`src/rtl/instruction_fetch_stage.sv`:
```
// rtl/instruction_fetch_stage.sv - RV32I fetch stage with IF/ID register, skid buffer and redirect squash
// Optional macro FETCH_MISALIGN_CHECK_EN adds MisalignedFault and blocks fetches from misaligned redirect targets.
module instruction_fetch_stage #(
  parameter logic [31:0] RESET_PC  = 32'h0000_0000,
  parameter logic [31:0] PC_STEP   = 32'd4,
  parameter logic [31:0] NOP_INSTR = 32'h0000_0013
) (
  input  logic        Clock,
  input  logic        ResetN,
  output logic        ImemReqValid,
  input  logic        ImemReady,
  output logic [31:0] ImemAddr,
  input  logic        ImemRspValid,
  input  logic [31:0] ImemRspData,
  input  logic        RedirectValid,
  input  logic [31:0] RedirectTarget,
  input  logic        DecodeReady,
  output logic [31:0] Instruction,
  output logic [31:0] InstructionPC,
  output logic        InstructionValid
`ifdef FETCH_MISALIGN_CHECK_EN
  ,
  output logic        MisalignedFault
`endif
);

  typedef enum logic [1:0] {ST_REQ, ST_WAIT, ST_HOLD} state_t;

  state_t      state_q, state_d;
  logic [31:0] pc_q, pc_d;
  logic [31:0] instr_q, instr_d;
  logic [31:0] instr_pc_q, instr_pc_d;
  logic [31:0] skid_data_q, skid_data_d;
  logic [31:0] skid_pc_q, skid_pc_d;
  logic        drop_q, drop_d;
  logic        instr_valid_q, instr_valid_d;
  logic        skid_valid_q, skid_valid_d;
  logic        fire;
  logic        out_free;
  logic        misaligned_redirect;

  assign ImemReqValid     = (state_q == ST_REQ);
  assign ImemAddr         = pc_q;
  assign Instruction      = instr_q;
  assign InstructionPC    = instr_pc_q;
  assign InstructionValid = instr_valid_q;

  assign fire     = ImemReqValid && ImemReady;
  assign out_free = !instr_valid_q || DecodeReady;

`ifdef FETCH_MISALIGN_CHECK_EN
  logic fault_q, fault_d;

  assign misaligned_redirect = (RedirectTarget[1:0] != 2'b00);
  assign MisalignedFault     = fault_q;

  always_comb begin
    fault_d = fault_q;
    if (RedirectValid) begin
      fault_d = misaligned_redirect;
    end
  end

  always_ff @(posedge Clock) begin
    if (!ResetN) begin
      fault_q <= 1'b0;
    end else begin
      fault_q <= fault_d;
    end
  end
`else
  assign misaligned_redirect = 1'b0;
`endif

  always_comb begin
    state_d       = state_q;
    pc_d          = pc_q;
    instr_d       = instr_q;
    instr_pc_d    = instr_pc_q;
    instr_valid_d = instr_valid_q;
    skid_data_d   = skid_data_q;
    skid_pc_d     = skid_pc_q;
    skid_valid_d  = skid_valid_q;
    drop_d        = drop_q;

    if (instr_valid_q && DecodeReady) begin
      instr_valid_d = 1'b0;
      instr_d       = NOP_INSTR;
    end

    if (RedirectValid) begin
      pc_d          = RedirectTarget;
      instr_valid_d = 1'b0;
      instr_d       = NOP_INSTR;
      skid_valid_d  = 1'b0;
      // A faulted redirect parks in HOLD with an empty skid, so no fetch issues until the next redirect.
      if (misaligned_redirect) begin
        drop_d  = 1'b0;
        state_d = ST_HOLD;
      end else if (state_q == ST_WAIT && ImemRspValid) begin
        drop_d  = 1'b0;
        state_d = ST_REQ;
      end else if (state_q == ST_WAIT || fire) begin
        drop_d  = 1'b1;
        state_d = ST_WAIT;
      end else begin
        drop_d  = 1'b0;
        state_d = ST_REQ;
      end
    end else begin
      unique case (state_q)
        ST_REQ: begin
          if (fire) state_d = ST_WAIT;
        end
        ST_WAIT: begin
          if (ImemRspValid) begin
            if (drop_q) begin
              drop_d  = 1'b0;
              state_d = ST_REQ;
            end else if (out_free) begin
              instr_d       = ImemRspData;
              instr_pc_d    = pc_q;
              instr_valid_d = 1'b1;
              pc_d          = pc_q + PC_STEP;
              state_d       = ST_REQ;
            end else begin
              skid_data_d  = ImemRspData;
              skid_pc_d    = pc_q;
              skid_valid_d = 1'b1;
              pc_d         = pc_q + PC_STEP;
              state_d      = ST_HOLD;
            end
          end
        end
        ST_HOLD: begin
          if (skid_valid_q && out_free) begin
            instr_d       = skid_data_q;
            instr_pc_d    = skid_pc_q;
            instr_valid_d = 1'b1;
            skid_valid_d  = 1'b0;
            state_d       = ST_REQ;
          end
        end
        default: state_d = ST_REQ;
      endcase
    end
  end

  always_ff @(posedge Clock) begin
    if (!ResetN) begin
      state_q       <= ST_REQ;
      pc_q          <= RESET_PC;
      instr_q       <= NOP_INSTR;
      instr_pc_q    <= 32'h0;
      instr_valid_q <= 1'b0;
      skid_data_q   <= 32'h0;
      skid_pc_q     <= 32'h0;
      skid_valid_q  <= 1'b0;
      drop_q        <= 1'b0;
    end else begin
      state_q       <= state_d;
      pc_q          <= pc_d;
      instr_q       <= instr_d;
      instr_pc_q    <= instr_pc_d;
      instr_valid_q <= instr_valid_d;
      skid_data_q   <= skid_data_d;
      skid_pc_q     <= skid_pc_d;
      skid_valid_q  <= skid_valid_d;
      drop_q        <= drop_d;
    end
  end

endmodule

```
`config.mk`:
```
export PLATFORM = sky130hd
export DESIGN_NAME = instruction_fetch_stage
export DESIGN_NICKNAME = d
export VERILOG_FILES = /design/src/rtl/instruction_fetch_stage.sv
export SDC_FILE = /design/constraint.sdc
export NUM_CORES = 1
export LEC_CHECK = 0
export ABC_AREA = 1
export ABC_CLOCK_PERIOD_IN_PS = 2400
export CORE_MARGIN = 2
export CORE_UTILIZATION = 51
export DETAILED_ROUTE_END_ITERATION = 8
export PLACE_DENSITY = 0.79
export SYNTH_ARGS = -nofsm -noshare
export SYNTH_HDL_FRONTEND = slang
export SYNTH_SLANG_ARGS = --single-unit
export TNS_END_PERCENT = 50
```
`constraint.sdc`:
```
create_clock -name Clock -period 2.4 [get_ports Clock]
set_clock_uncertainty 0.05 [all_clocks]
set_input_delay 0.36 -clock Clock [delete_from_list [all_inputs] [get_ports Clock]]
set_output_delay 0.36 -clock Clock [all_outputs]
set_load 0.01 [all_outputs]
```
## Word-level counts from Yosys, hierarchy flattened

Index checks and enable logic that the tools add are counted.

- Add/subtract/negate cells: 1
- Equal/unequal tests: 11
- Reductions and logical operators: 18
- Bitwise operators: 4
- Multiplexer cells: 40

Operators with widths:

| operator | count |
|---|---|
| $mux 32 | 13 |
| $pmux 32 s2 | 2 |
| $add 32x3->32 const B | 1 |
| $mux 1 | 16 |
| $mux 2 | 6 |
| $ne 2x2->1 const B | 6 |
| $reduce_and 5->1 | 2 |
| $ne 3x3->1 const B | 2 |
| $pmux 2 s3 | 1 |
| $reduce_and 3->1 | 2 |
| $reduce_and 6->1 | 1 |
| $reduce_bool 2->1 | 3 |
| $logic_and 1x1->1 | 4 |
| $not 1->1 | 4 |
| $pmux 1 s2 | 2 |
| $ne 3x1->1 const B | 1 |
| $eq 2x1->1 const B | 1 |
| $eq 2x2->1 const B | 1 |
| $logic_not 2->1 | 1 |
| $logic_or 1x1->1 | 2 |
| $reduce_and 2->1 | 1 |
| $reduce_or 2->1 | 1 |
| $logic_not 1->1 | 1 |

- Logic and storage cells: 83
- Register bits: 165
- Output and inout port bits: 98
- Bits of input ports: 70

## Depth between registers and ports, before layout

Gate-level depths: netlist of run 1.

- Depth in word-level cells: 7
- Mapped depth: 11
- Depth with buffers taken out: 10

## Worst setup path after synthesis of run 1

Ideal clock, no wire load.

- Path type: register to register
- From: register state_q[1]
- To: register skid_pc_q[13]
- Setup time: 0.132 ns
- Path buffers: 2
- Data required time: 2.218 ns
- Arrival time: 1.537 ns
- Clock period less this slack: 1.719 ns
- Cell stages (with the launch flop): 12
- Path slack: 0.681 ns
- Path through: dfxtp_1 > inv_1 > ha_1 > nand2_1 > nor2_4 > nand2_2 > inv_2 > nand2_2 > buf_2 > buf_2 > nand2_1 > a21oi_1

- Word-level cells in the longest chain between the ends: 2

RTL lines:

| element | RTL line | RTL |
|---|---|---|
| start: declaration | 29 | `state_t state_q, state_d;` |
| start signal: assignment | 161 | `state_q <= state_d;` |
| $eq 2x1->1 | 111 | `unique case (state_q)` |
| $reduce_and 5->1 (no source line) | n/a |  |
| end signal: assignment | 167 | `skid_pc_q <= skid_pc_d;` |
| end: declaration | 34 | `logic [31:0] skid_pc_q, skid_pc_d;` |

Every way passes these cells.
A chain may end at the register's enable or synchronous reset.

## Worst setup path after layout of run 1

- From: register state_q[1]
- To: register skid_data_q[23]

- Word-level cells in the longest chain between the ends: 2

RTL lines:

| element | RTL line | RTL |
|---|---|---|
| $eq 2x1->1 | 111 |  |
| $reduce_and 5->1 (no source line) | n/a |  |
| end signal: assignment | 166 | `skid_data_q <= skid_data_d;` |
| end: declaration | 33 | `logic [31:0] skid_data_q, skid_data_d;` |

Every way passes these cells.

==> results of run 1 <==
-- where the power goes --
part           internal [W]  switching, W
Combinational      0.000379      0.000445
Clock               0.00184       0.00108
Sequential          0.00281     0.0000846
Total               0.00503       0.00161
-- state kept, by name (all words and copies together), names as in the netlist --
signal / flops
skid_data_q: 32
skid_valid_q: 1
InstructionPC: 32
Instruction: 32
skid_pc_q: 32
drop_q: 1
ImemAddr: 32
InstructionValid: 1
state_q: 2
-- synth_stat cells, drive strengths merged --
cell and count:
nand2 287, nand4 3, nor2 141, o21ai 126, clkinv 3, buf 26
a21oi 131, nor3 2, a31oi 8, inv 117, o221ai 1, ha 4
dfxtp 165, or2 1, o22ai 32, xor2 6, nand3 62, clkbuf 44
-- kinds of logic after synthesis --
kind of cell	after synthesis	share of synthesized area, %
XOR/XNOR	6	0.6831
AO/OA/AOI/OAI	298	20.14
buffers and inverters	190	9.954
flip-flops	165	42.94
AND/OR/NAND/NOR	496	25.63
adder cells (fa/ha/maj)	4	0.6506
-- critical path, stage by stage, from the launching register on --
cell,delay [ns]
dfxtp_1,0.35
inv_1,0.07
ha_1,0.20
nand2_1,0.13
nor2_4,0.06
nand2_2,0.15
inv_2,0.14
nand2_2,0.09
buf_4,0.43
o21ai_0,0.15
a21oi_1,0.15
-- worst paths after layout --
kind	depth (start not counted)	start	end	slack [ns]
setup / recovery	10	state_q[1]	skid_data_q[23]	0.34
hold / removal	5	ResetN	skid_valid_q	0.28
setup reg to reg	10	state_q[1]	skid_data_q[23]	0.34
hold reg to reg	2	skid_data_q[4]	skid_data_q[4]	0.40
-- placed cells by master, fill, tap and decap left out, types with 5 or more instances in the layout --
| cell type | n |
|---|---|
| nand2_1 | 284 |
| clkdlybuf4s50_1 | 166 |
| dfxtp_1 | 165 |
| nor2_1 | 138 |
| a21oi_1 | 130 |
| o21ai_0 | 125 |
| inv_1 | 116 |
| nand3_1 | 62 |
| o22ai_1 | 32 |
| buf_4 | 27 |
| clkbuf_16 | 17 |
| a31oi_1 | 8 |
| xor2_1 | 6 |
| buf_12 | 6 |
| bufinv_16 | 5 |
-- stage by stage --
step,worst slack [ns],power (W)
2_1_floorplan,0.6809,0.003348
3_3_place_gp,0.1284,0.003759
3_5_place_dp,0.04093,0.003769
4_1_cts,0.3417,0.006651
5_1_grt,0.1459,0.006858
6_report,0.3360,0.006642
-- layer usage --
metal  part of all wire, %  vias to the layer above  track usage [%]
li1                      -                     4034                -
met2                    45                      355            45.98
met4                   2.0                        0            10.34
met5                     0                        -                0
met3                   9.4                       32            7.381
met1                    43                     3682            38.10
-- area by class of cell --
type / instances / share of cell area, %
timing repair buffer: 200 / 19.47
inverter: 120 / 4.409
clock inverter: 9 / 1.751
sequential: 165 / 32.33
multi-input combinational: 804 / 35.47
clock buffer: 21 / 4.311
tap: 184 / 2.254
==> results.sh, run 1 <==
export IMPL_grt_max_degree=73
export IMPL_ys_seq_area_share_pct=42.94
export IMPL_setup_viol_count_final=0
export IMPL_cp_required_ns=2.70
export IMPL_placed_area_sq_um=9597
export IMPL_dp_hpwl_mm=15.94
export IMPL_clkTransAtPathRegs_ns=0.06
export IMPL_fin_crit_sh_pct=86.00
export IMPL_io_pins=168
export IMPL_netlist_area_sq_um=7692
export IMPL_arrival_ns=2.36
export IMPL_layout_cells_non_filler=1503
export IMPL_path_class="flop to flop"
export IMPL_cts_tree="yes"
export IMPL_final_area_sq_um=10220
export IMPL_worst_setup_path_end_kind="flop"
export IMPL_outcome="complete, no violations"
export IMPL_dieArea_sq_um=16080
export IMPL_hold_class="input port to flop"
export IMPL_root_buffer="clkbuf_16"
export IMPL_cp_max_fo=55
export IMPL_multi_input_area_sq_um=3623
export IMPL_grtUsageTotal_pct=28.86
export IMPL_n_fill_cell=1283
export IMPL_grt_pass1_vias=7417
export IMPL_routabilityCongestion=0.9269
export IMPL_area_growth_pct=32.81
export IMPL_hold_violations=0
export IMPL_place_inst=1473
export IMPL_ant_nets=0
export IMPL_power_density_nw_per_um2=650.2
export IMPL_ctsHoldBuffers=0
export IMPL_syn_inst=1159
export IMPL_io_buffers=167
export IMPL_synth_cell_type_count=27
export IMPL_first_pass_iters=6
export IMPL_clockBufferDepth=2
export IMPL_grt_ovfl_total=0
export IMPL_avgSynthCellArea_sq_um=6.637
export IMPL_drive_gt1_share_pct=5.231
export IMPL_drv_slew=0
export IMPL_p_leak_nw=3.722
export IMPL_die_h_um=126.8
export IMPL_routed_wl_mm=23.23
export IMPL_insertedDiodeCount=0
export IMPL_finish_utilization_pct=69.76
export IMPL_regArea_sq_um=3303
export IMPL_netlist_top_cell_by_area="dfxtp_1"
export IMPL_antenna_found_initial=0
export IMPL_tightest_slew_ns=0.7086
export IMPL_synth_top_area_share_pct=42.94
export IMPL_crit_path_start_kind="flop"
export IMPL_cts_setup_buffers=0
export IMPL_drt_iter0_drc=825
export IMPL_start_util_pct=52.53
export IMPL_htreeDepth=4
export IMPL_rows=44
export IMPL_vias=8103
export IMPL_drc_errors=0
export IMPL_worstSkewPairLatency_ns=0.42
export IMPL_clock_fmax_mhz=484.5
export IMPL_cts_sinks=165
export IMPL_synth_top_cells_by_area="dfxtp_1, nand2_1, a21oi_1"
export IMPL_hold_worst_slack_ns=0.2804
export IMPL_slew_headroom_pct=52.26
export IMPL_via_per_inst=5.391
export IMPL_ys_warn_count=0
export IMPL_rsz0062_at_grt="no"
export IMPL_cts_resized=0
export IMPL_cts_buffers=17
export IMPL_core_region_area_sq_um=14640
export IMPL_max_cap_violations=0
export IMPL_wl_per_cell_um=15.46
export IMPL_peakVddDrop_uv=461.2
export IMPL_die_w_um=126.8
export IMPL_period_needed_ns=2.064
export IMPL_grt_first_pass_wirelength_mm=37.29
export IMPL_nNetsFinal=1382
export IMPL_synth_seq_cells=165
export IMPL_fin_tns_setup_ns=0
export IMPL_synth_fp_nets=1233
(Power assumes the default switching activity.)
==> run 2: changes to the inputs <==
--- a/config.mk
+++ b/config.mk
@@ -8,9 +8,9 @@
 export ABC_AREA = 1
 export ABC_CLOCK_PERIOD_IN_PS = 2400
 export CORE_MARGIN = 2
-export CORE_UTILIZATION = 51
+export CORE_UTILIZATION = 50
 export DETAILED_ROUTE_END_ITERATION = 8
-export PLACE_DENSITY = 0.79
+export PLACE_DENSITY = 0.78
 export SYNTH_ARGS = -nofsm -noshare
 export SYNTH_HDL_FRONTEND = slang
 export SYNTH_SLANG_ARGS = --single-unit
==> results.sh, run 2 (synthesis gave the netlist of run 1 again) <==
export IMPL_wl_per_cell_um=15.16
export IMPL_via_per_inst=5.350
export IMPL_finish_utilization_pct=67.45
export IMPL_area_growth_pct=32.32
export IMPL_antenna_found_initial=0
export IMPL_nNetsFinal=1381
export IMPL_cp_max_fo=14
export IMPL_clockBufferDepth=2
export IMPL_drive_gt1_share_pct=5.455
export IMPL_grtUsageTotal_pct=27.79
export IMPL_cts_setup_buffers=0
export IMPL_ant_nets=0
export IMPL_io_buffers=167
export IMPL_clkTransAtPathRegs_ns=0.06
export IMPL_htreeDepth=4
export IMPL_routabilityCongestion=0.9634
export IMPL_fin_tns_setup_ns=0
export IMPL_peakVddDrop_uv=465.3
export IMPL_p_leak_nw=3.703
export IMPL_grt_max_degree=60
export IMPL_period_needed_ns=2.118
export IMPL_cts_sinks=165
export IMPL_crit_slowest_cell="inv_1"
export IMPL_tightest_slew_ns=0.6519
export IMPL_first_pass_iters=5
export IMPL_outcome="complete, no violations"
export IMPL_cts_tree="yes"
export IMPL_fin_crit_sh_pct=88.26
export IMPL_grt_first_pass_wirelength_mm=36.31
export IMPL_max_cap_violations=0
export IMPL_crit_path_start_kind="flop"
export IMPL_slowest_delay_ns=0.40
export IMPL_cp_required_ns=2.64
export IMPL_setup_viol_count_final=0
export IMPL_die_h_um=128.0
export IMPL_drc_errors=0
export IMPL_ctsHoldBuffers=0
export IMPL_cts_buffers=17
export IMPL_grt_ovfl_total=0
export IMPL_insertedDiodeCount=0
export IMPL_hold_class="input port to flop"
export IMPL_rsz0062_at_grt="no"
export IMPL_dp_hpwl_mm=16.05
export IMPL_crit_path_cell_trace="inv_1 > ha_1 > nand2_1 > nor2_4 > nor2_1 > inv_1 > o21ai_0 > a21oi_1 > nor2_1"
export IMPL_worst_setup_path_end_kind="flop"
export IMPL_grt_pass1_vias=7291
export IMPL_arrival_ns=2.36
export IMPL_start_util_pct=50.98
export IMPL_final_cell_mix="nand2_1, clkdlybuf4s50_1, dfxtp_1"
export IMPL_dieArea_sq_um=16390
export IMPL_drv_slew=0
export IMPL_root_buffer="clkbuf_16"
export IMPL_cts_resized=0
export IMPL_rows=45
export IMPL_die_w_um=128.0
export IMPL_hold_violations=0
export IMPL_power_density_nw_per_um2=624.8
export IMPL_vias=8068
export IMPL_core_region_area_sq_um=15090
export IMPL_routed_wl_mm=22.86
export IMPL_drt_iter0_drc=765
export IMPL_slew_headroom_pct=56.20
export IMPL_clock_fmax_mhz=472.1
export IMPL_mostFrequentLayoutCell="nand2_1"
export IMPL_io_pins=168
export IMPL_path_class="flop to flop"
export IMPL_worstSkewPairLatency_ns=0.43
[run 2: path summary, 6_finish.rpt]
kind                   startpoint                 to  slack, ns  cells after the start
setup / recovery       state_q[1]       ImemAddr[21]       0.28                      9
setup reg to reg       state_q[1]       ImemAddr[21]       0.28                      9
hold / removal             ResetN  InstructionPC[10]       0.39                      3
hold reg to reg   skid_data_q[14]    skid_data_q[14]       0.40                      2
[run 2: per-stage QoR]
step | total power, W | hold slack [ns] | std cells | instance area [sq um] | setup slack [ns]
3_3_place_gp | 0.003754 | 0.3871 | 1476 | 9607 | 0.2133
2_1_floorplan | 0.003348 | 0.3797 | 1159 | 7692 | 0.6809
4_1_cts | 0.006374 | 0.3701 | 1508 | 10180 | 0.3097
6_report | 0.006360 | 0.3921 | 1508 | 10180 | 0.2818
5_1_grt | 0.006578 | 0.4144 | 1508 | 10180 | 0.1607
3_5_place_dp | 0.003768 | 0.3938 | 1476 | 9607 | 0.1563
[run 2: where the power goes]
group / internal (W) / leakage [nW] / switching, W
Sequential: 0.00281 / 1.34 / 0.0000852
Combinational: 0.000378 / 2.09 / 0.000441
Clock: 0.00152 / 0.273 / 0.00113
Total: 0.00471 / 3.70 / 0.00165
[run 2: area by class of cell]
class	instances	area (sq um)
fill	1317	4911
multi-input combinational	804	3623
sequential	165	3303
timing repair buffer	199	1994
clock buffer	22	474.2
inverter	120	450.4
tap	188	235.2
clock inverter	10	97.59
[run 2: per-layer routing]
| layer | track usage (%) | vias up | part of all wire (%) |
|---|---|---|---|
| met4 | 9.502 | 0 | 1.8 |
| li1 | - | 4041 | - |
| met1 | 36.47 | 3663 | 43 |
| met2 | 44.95 | 332 | 47 |
| met3 | 6.803 | 32 | 8.0 |
| met5 | 0 | - | 0 |
[run 2: worst max-delay path: cells and delay by family, from the launching register on]
family	cells	cell delay [ns]
flip-flops	1	0.33
adder cells (fa/ha/maj)	1	0.30
AND/OR/NAND/NOR	4	0.46
buffers and inverters	2	0.48
AO/OA/AOI/OAI	2	0.36
==> run 3: changes to the inputs <==
--- a/config.mk
+++ b/config.mk
@@ -7,10 +7,13 @@
 export LEC_CHECK = 0
 export ABC_AREA = 1
 export ABC_CLOCK_PERIOD_IN_PS = 2400
+export CAP_MARGIN = 20
 export CORE_MARGIN = 2
 export CORE_UTILIZATION = 50
 export DETAILED_ROUTE_END_ITERATION = 8
+export GPL_TIMING_DRIVEN = 0
 export PLACE_DENSITY = 0.78
+export SLEW_MARGIN = 20
 export SYNTH_ARGS = -nofsm -noshare
 export SYNTH_HDL_FRONTEND = slang
 export SYNTH_SLANG_ARGS = --single-unit
==> results.sh, run 3 (synthesis gave the netlist of run 1 again) <==
export IMPL_crit_path_start_kind="flop"
export IMPL_root_buffer="clkbuf_16"
export IMPL_core_region_area_sq_um=15090
export IMPL_cts_buffers=17
export IMPL_fin_tns_setup_ns=0
export IMPL_rr_startpoint="state_q[0]"
export IMPL_drc_errors=0
export IMPL_htreeDepth=4
export IMPL_period_needed_ns=2.262
export IMPL_intPower_w=0.004953
export IMPL_netSwitchingFraction_pct=25.45
export IMPL_critPathLaunch="state_q[0]"
export IMPL_final_cell_mix="nand2_1, dfxtp_1, clkdlybuf4s50_1"
export IMPL_antenna_found_initial=0
export IMPL_hold_violations=0
export IMPL_grt_first_pass_wirelength_mm=38.72
export IMPL_reg2reg_slack_ns=0.14
export IMPL_rsz0062_at_grt="no"
export IMPL_regArea_sq_um=3303
export IMPL_worstSkewPairLatency_ns=0.43
export IMPL_grt_max_degree=17
export IMPL_clockBufferDepth=2
export IMPL_ant_nets=0
export IMPL_cp_max_fo=10
export IMPL_drive_gt1_share_pct=5.015
export IMPL_mostFrequentLayoutCell="nand2_1"
export IMPL_vias=8239
export IMPL_grt_ovfl_total=0
export IMPL_max_cap_violations=0
export IMPL_power_frac_seq_pct=43.7
export IMPL_layout_cells_non_filler=1544
export IMPL_die_w_um=128.0
export IMPL_p_switching_w=0.001691
export IMPL_routed_wl_mm=25.11
export IMPL_ctsHoldBuffers=0
export IMPL_pwr_share_clk_pct=43.9
export IMPL_clkTransAtPathRegs_ns=0.06
export IMPL_io_pins=168
export IMPL_arrival_ns=2.58
export IMPL_rows=45
export IMPL_area_growth_pct=32.86
export IMPL_dp_hpwl_mm=18.87
export IMPL_die_h_um=128.0
export IMPL_tightest_slew_ns=0.7330
export IMPL_worst_setup_path_end_kind="flop"
export IMPL_fin_crit_sh_pct=94.23
export IMPL_start_util_pct=50.98
export IMPL_ff2ff_path_depth=8
export IMPL_first_pass_iters=5
export IMPL_min_from="ResetN"
export IMPL_power_density_nw_per_um2=650.1
export IMPL_path_class="flop to flop"
export IMPL_io_buffers=165
export IMPL_wl_per_cell_um=16.26
export IMPL_cts_tree="yes"
export IMPL_slew_headroom_pct=50.62
export IMPL_drt_iter0_drc=861
export IMPL_hold_class="input port to flop"
export IMPL_p_leak_nw=3.688
export IMPL_via_per_inst=5.336
export IMPL_cts_sinks=165
export IMPL_routabilityCongestion=0.9488
export IMPL_n_fill_cell=1370
export IMPL_multi_input_area_sq_um=3628
export IMPL_setup_viol_count_final=0
export IMPL_peakVddDrop_uv=517.8
export IMPL_hold_end="ImemAddr[3]"
export IMPL_outcome="complete, no violations"
export IMPL_worst_r2r_endpoint="InstructionPC[25]"
export IMPL_hold_depth=3
export IMPL_grtUsageTotal_pct=30.57
export IMPL_cts_setup_buffers=0
export IMPL_dieArea_sq_um=16390
export IMPL_clock_fmax_mhz=442.2
export IMPL_grt_pass1_vias=7555
export IMPL_cp_required_ns=2.72
export IMPL_insertedDiodeCount=0
export IMPL_drv_slew=0
export IMPL_nNetsFinal=1417
export IMPL_power_frac_comb_pct=12.3
export IMPL_place_inst=1512
run 3: cell types whose count changed in the layout (fill, tap and decap cells not counted), moves of 3 or more:
cell | before | now
bufinv_16 | 1 | 4
clkbuf_2 | 0 | 4
buf_4 | 25 | 7
buf_12 | 7 | 0
clkbuf_1 | 2 | 44
buf_2 | 1 | 14
run 3: layer usage:
layer	part of all wire, %	routed length (um)	track usage (%)
met5	0	0	0
met1	44	10990	40.36
met2	46	11490	49.70
met4	2.2	548	10.41
met3	8.3	2079	6.803
run 3: worst max-delay path by stage:
stage | cells after the start | to | slack, ns
2_1_floorplan | 11 | skid_pc_q[13] | 0.68
3_3_place_gp | 9 | ImemAddr[15] | -0.14
3_5_place_dp | 9 | ImemAddr[15] | -0.14
4_1_cts | 10 | ImemAddr[15] | 0.02
5_1_grt | 8 | InstructionPC[29] | 0.005
6_report | 8 | InstructionPC[25] | 0.14
run 3: power by group through the flow:
stage	Combinational (W)	Sequential [W]	Clock (W)
2_1_floorplan	0.000378	0.00297	0
3_3_place_gp	0.000795	0.00296	0
3_5_place_dp	0.000805	0.00297	0
4_1_cts	0.000809	0.00290	0.00292
5_1_grt	0.000899	0.00291	0.00303
6_report	0.000819	0.00291	0.00292
run 3: final cells by class:
class                           count  share of cell area (%)
Tap cell                          188                   2.302
Clock inverter                     11                   1.702
Sequential cell                   165                   32.32
Inverter                          120                   4.444
Clock buffer                       21                   4.407
Multi-Input combinational cell    804                   35.50
Timing Repair Buffer              165                   16.16
Buffer                             70                   3.159
run 3: worst max-delay path: stages (launching register included):
cell	delay [ns]
dfxtp_1	0.32
inv_1	0.08
ha_2	0.30
clkbuf_1	0.40
clkbuf_2	0.39
nand2_1	0.08
o21ai_0	0.26
o21ai_0	0.20
nor2_1	0.11
run 3: through the flow:
| step | area [sq um] | hold slack [ns] | setup slack, ns | total power [W] | util (%) |
|---|---|---|---|---|---|
| 6_report | 10220 | 0.2564 | 0.1385 | 0.006644 | 67.73 |
| 5_1_grt | 10220 | 0.2717 | 0.005061 | 0.006839 | 67.73 |
| 4_1_cts | 10200 | 0.2476 | 0.02189 | 0.006630 | 67.63 |
| 3_5_place_dp | 9579 | 0.3958 | -0.1416 | 0.003770 | 63.48 |
| 3_3_place_gp | 9579 | 0.3893 | -0.1357 | 0.003759 | 63.48 |
| 2_1_floorplan | 7692 | 0.3797 | 0.6809 | 0.003348 | - |
run 3: repair_timing:
action	in CTS	in global routing
endpoints found under the hold margin	0	0
setup endpoints to repair	6	50
gates resized for setup	1	9
